`config.mk`:
```
export PLATFORM = sky130hd
export DESIGN_NAME = axi_stream_master
export DESIGN_NICKNAME = d
export VERILOG_FILES = /design/src/rtl/axi_stream_master_pkg.sv /design/src/rtl/axi_stream_master.sv
export SDC_FILE = /design/constraint.sdc
export NUM_CORES = 1
export LEC_CHECK = 0
export BUFFER_PORTS_ARGS = -buffer_cell sky130_fd_sc_hd__buf_2
export CORE_MARGIN = 2
export CORE_UTILIZATION = 50
export CTS_CLUSTER_DIAMETER = 50
export DETAILED_ROUTE_END_ITERATION = 7
export PLACE_DENSITY_LB_ADDON = 0.25
export RECOVER_POWER = 100
export SLEW_MARGIN = 20
export SYNTH_ARGS = -nofsm -noshare
export SYNTH_HDL_FRONTEND = slang
export SYNTH_SLANG_ARGS = --single-unit
```
`constraint.sdc`:
```
create_clock -name clk -period 5.1 [get_ports clk]
set_clock_uncertainty 0.1 [all_clocks]
set_input_delay 1.02 -clock clk [delete_from_list [all_inputs] [get_ports clk]]
set_output_delay 1.02 -clock clk [all_outputs]
set_load 0.03 [all_outputs]
```
`src/rtl/axi_stream_master_pkg.sv`:
```
// rtl/axi_stream_master_pkg.sv - shared widths for the word-to-byte stream serializer
package axi_stream_master_pkg;

  localparam int DEF_DATA_W = 8;
  localparam int DEF_BEATS  = 8;
  localparam int WORD_W     = DEF_DATA_W * DEF_BEATS;
  localparam int CNT_W      = $clog2(DEF_BEATS + 1);

endpackage

```
`src/rtl/axi_stream_master.sv`:
```
// rtl/axi_stream_master.sv - serializes a loaded word into LSB-first stream beats (optional AXIS_MASTER_DROP_FLAG_EN)
module axi_stream_master
  import axi_stream_master_pkg::*;
#(
  parameter int DATA_W = DEF_DATA_W,
  parameter int BEATS  = DEF_BEATS
) (
  input  logic                     clk,
  input  logic                     reset_n,
  input  logic [DATA_W*BEATS-1:0]  data_in,
  input  logic                     we,
  output logic [DATA_W-1:0]        data,
  output logic                     valid,
  output logic                     last,
  input  logic                     ready
`ifdef AXIS_MASTER_DROP_FLAG_EN
  ,
  output logic                     wr_dropped,
  output logic [7:0]               drop_count
`endif
);

  localparam int WORD_BITS = DATA_W * BEATS;
  localparam int CNT_BITS  = $clog2(BEATS + 1);

  logic [WORD_BITS-1:0] data_buff;
  logic [CNT_BITS-1:0]  buff_count;

  // Outputs come straight from state so ready/we never reach them combinationally.
  assign data  = data_buff[DATA_W-1:0];
  assign valid = (buff_count != '0);
  assign last  = (buff_count == CNT_BITS'(1));

  // Load when idle, otherwise shift one beat out per handshake; busy writes are ignored.
  always_ff @(posedge clk or negedge reset_n) begin
    if (!reset_n) begin
      data_buff  <= '0;
      buff_count <= '0;
    end else if (buff_count == '0) begin
      if (we) begin
        data_buff  <= data_in;
        buff_count <= CNT_BITS'(BEATS);
      end
    end else if (ready) begin
      data_buff  <= data_buff >> DATA_W;
      buff_count <= buff_count - CNT_BITS'(1);
    end
  end

`ifdef AXIS_MASTER_DROP_FLAG_EN
  // Record writes that arrived while a word was still in flight; flag is sticky, count saturates.
  always_ff @(posedge clk or negedge reset_n) begin
    if (!reset_n) begin
      wr_dropped <= 1'b0;
      drop_count <= '0;
    end else if (we && (buff_count != '0)) begin
      wr_dropped <= 1'b1;
      if (drop_count != 8'hFF) begin
        drop_count <= drop_count + 8'd1;
      end
    end
  end
`endif

endmodule

```
==> flow_summary.ini <==
[sta]
fin_crit_sh_pct = 77.1
rsz0062_at_grt = false
maxSlewHeadroom_pct = -39.9
hold_viol = 0
worstMarginPinSlew_ns = 2.10
period_needed_ns = 3.93
worst_slack_ns = 1.17
setup_viol = 0
finalMaxSlewViolations = 91
max_freq_mhz = 254
fin_tns_setup_ns = 0

[critical_path]
worstReg2RegStart = buff_count[1]$_DFFE_PN0P_
worst_r2r_endpoint = data_buff[28]$_DFFE_PN0P_
crit_chain = buf_2 > or4b_1 > o21ai_4 > buf_4 > o21a_1
worstSetupStartpointType = input pin
path_class = in -> reg
worst_path_max_delay_cell = or4b_1
r2r_cells = 4
cp-startpoint = we
cpPeakStageDelay_ns = 1.27
crit_required_ns = 5.27
cp_max_fo = 59
r2r_slack_ns = 1.37
end_kind = flop
crit_end = data_buff[28]$_DFFE_PN0P_
cp.arrival_ns = 4.10

[pwr]
leakage_nw = 1.43
powerDensity_mw_per_mm2 = 593
ir_worst_vdd_mv = 0.343

[finish]
final_cell_mix = dfrtp_1, buf_2, o21a_1
nets = 367
antenna_cells = 0
fillers = 515
final_common_cell = dfrtp_1
area_growth_pct = 14.1
drive_above_1_share_pct = 28.3

[synthesis]
synth_area_mm2 = 0.00313
yosys_warnings = 0
netlist_instances = 243
synth_nets = 311
yosysTopAreaCellShare_pct = 54.4
ys_seq_elements = 68
avgSynthCellArea_um2 = 12.9
ys_types = 23
synth_area_leaders = dfrtp_1, o32a_1, o21a_1
yosysTopAreaCell = dfrtp_1
ys_seq_area_share_pct = 54.4

[placement]
gp_congestion = 0.781
io_buffers = 77
hpwl_mm = 4.56
place_ws_ns = 1.66

[floorplan]
rows = 28
core_area_mm2 = 0.00599
pin_count = 78
die_h_um = 83.1
die_w_um = 83.1
initial_core_util_pct = 52.2
die_area_mm2 = 0.00690

[run]
cap_violations = 2

[clocking]
tritoncts = yes
clk-insertion-delay-late_ns = 0.33
cts.path.max_buffers = 2
clock_sinks = 68
htree_num_levels = 3
cts_hold_buf = 0
post-cts-setup-buffers = 0
cts_resized = 0
cts_root_buffer = clkbuf_8
clk_pin_slew_worst_paths_ns = 0.07
cts_buffers = 9

[global_route]
track_usage_pct = 20.2
antenna_found_initial = 0
grt_max_degree = 60
grt_pass1_wl_mm = 11.1
grt_pass1_vias = 2233
overflow = 0

[route]
postRouteAntennaNets = 0
wl_per_cell_um = 18.2
route.vias.total = 2294
routed_wirelength_mm = 6.90
drtPass1Iterations = 4
viasPerCell = 6.05
drc_errors = 0
drt_iter0_markers = 106

[status]
status = finished, violations left
violations = capacitance limit, slew limit

[min_path]
hold_class = reg -> reg
[state kept, by name, summed over array words and instances (netlist names)]
name,flops
buff_count,4
data_buff,64
[worst max-delay path, delay by kind of cell]
| kind | cells | cell delay, ns |
|---|---|---|
| buffers and inverters | 2 | 0.49 |
| AOI/OAI and AO/OA | 2 | 1.29 |
| and+or+nand+nor | 1 | 1.27 |
[cells in the mapped netlist]
library cell	instances
o41ai_4	1
a22o_1	8
dfrtp_1	68
nor4b_1	2
buf_1	2
buf_4	13
nor2_2	1
a21o_1	1
nand2b_1	1
a31oi_1	1
nor3_1	2
or4b_4	1
o21ai_1	1
a31o_2	1
o21a_1	57
nand2_1	1
buf_6	5
clkbuf_1	13
o32a_1	56
a21boi_0	1
buf_2	3
xnor2_1	1
nor2_1	3
[layout make-up]
type	count	area, µm²	share of cell area, %
clock buffer	15	176	4.95
clock inverter	1	5.00	0.140
multi-input combinational	139	1190	33.3
sequential	68	1700	47.7
tap	75	93.8	2.63
timing repair buffer	81	402	11.3
[cell families after synthesis]
family          after synthesis  share of synthesized area (%)
buf+inv                      36                           7.21
compound gates              127                           35.9
xor+xnor                      1                          0.280
simple gates                 11                           2.20
flops                        68                           54.4
[how the worst min path moves through the flow]
stage | cells after the start | to | start | slack [ns]
2_1_floorplan | 1 | data_buff[44]$_DFFE_PN0P_ | data_buff[44]$_DFFE_PN0P_ | 0.36
3_3_place_gp | 1 | data_buff[0]$_DFFE_PN0P_ | data_buff[0]$_DFFE_PN0P_ | 0.37
3_5_place_dp | 1 | data_buff[0]$_DFFE_PN0P_ | data_buff[0]$_DFFE_PN0P_ | 0.38
4_1_cts | 1 | data_buff[0]$_DFFE_PN0P_ | data_buff[0]$_DFFE_PN0P_ | 0.39
5_1_grt | 1 | data_buff[14]$_DFFE_PN0P_ | data_buff[14]$_DFFE_PN0P_ | 0.41
6_report | 1 | data_buff[1]$_DFFE_PN0P_ | data_buff[1]$_DFFE_PN0P_ | 0.39
[layer usage]
layer  routed length [µm]  track usage [%]  vias to the layer above
met2                 3170             30.8                       71
li1                     -                -                     1081
met5                    0                0                        -
met1                 3330             28.4                     1134
met4                   84             6.86                        0
met3                  312             5.27                        8
[per-stage QoR]
step	power (mW)	hold WS [ns]	utilization, %	cells	cell area (µm²)
after floorplan	1.60	0.365	-	243	3130
after global placement	1.71	0.374	57.1	363	3420
after detailed placement	1.74	0.375	57.1	363	3420
after CTS	2.15	0.390	60.2	379	3600
after global routing	2.25	0.408	59.5	379	3570
final	2.11	0.389	59.5	379	3570
[where the power goes]
group | leakage, nW | switching (mW) | total (mW) | internal (mW)
clock | 0.0937 | 0.185 | 0.402 | 0.217
sequential | 0.775 | 0.198 | 0.973 | 0.775
combinational | 0.561 | 0.384 | 0.739 | 0.355
No activity file was read; power rests on OpenSTA's default activity.
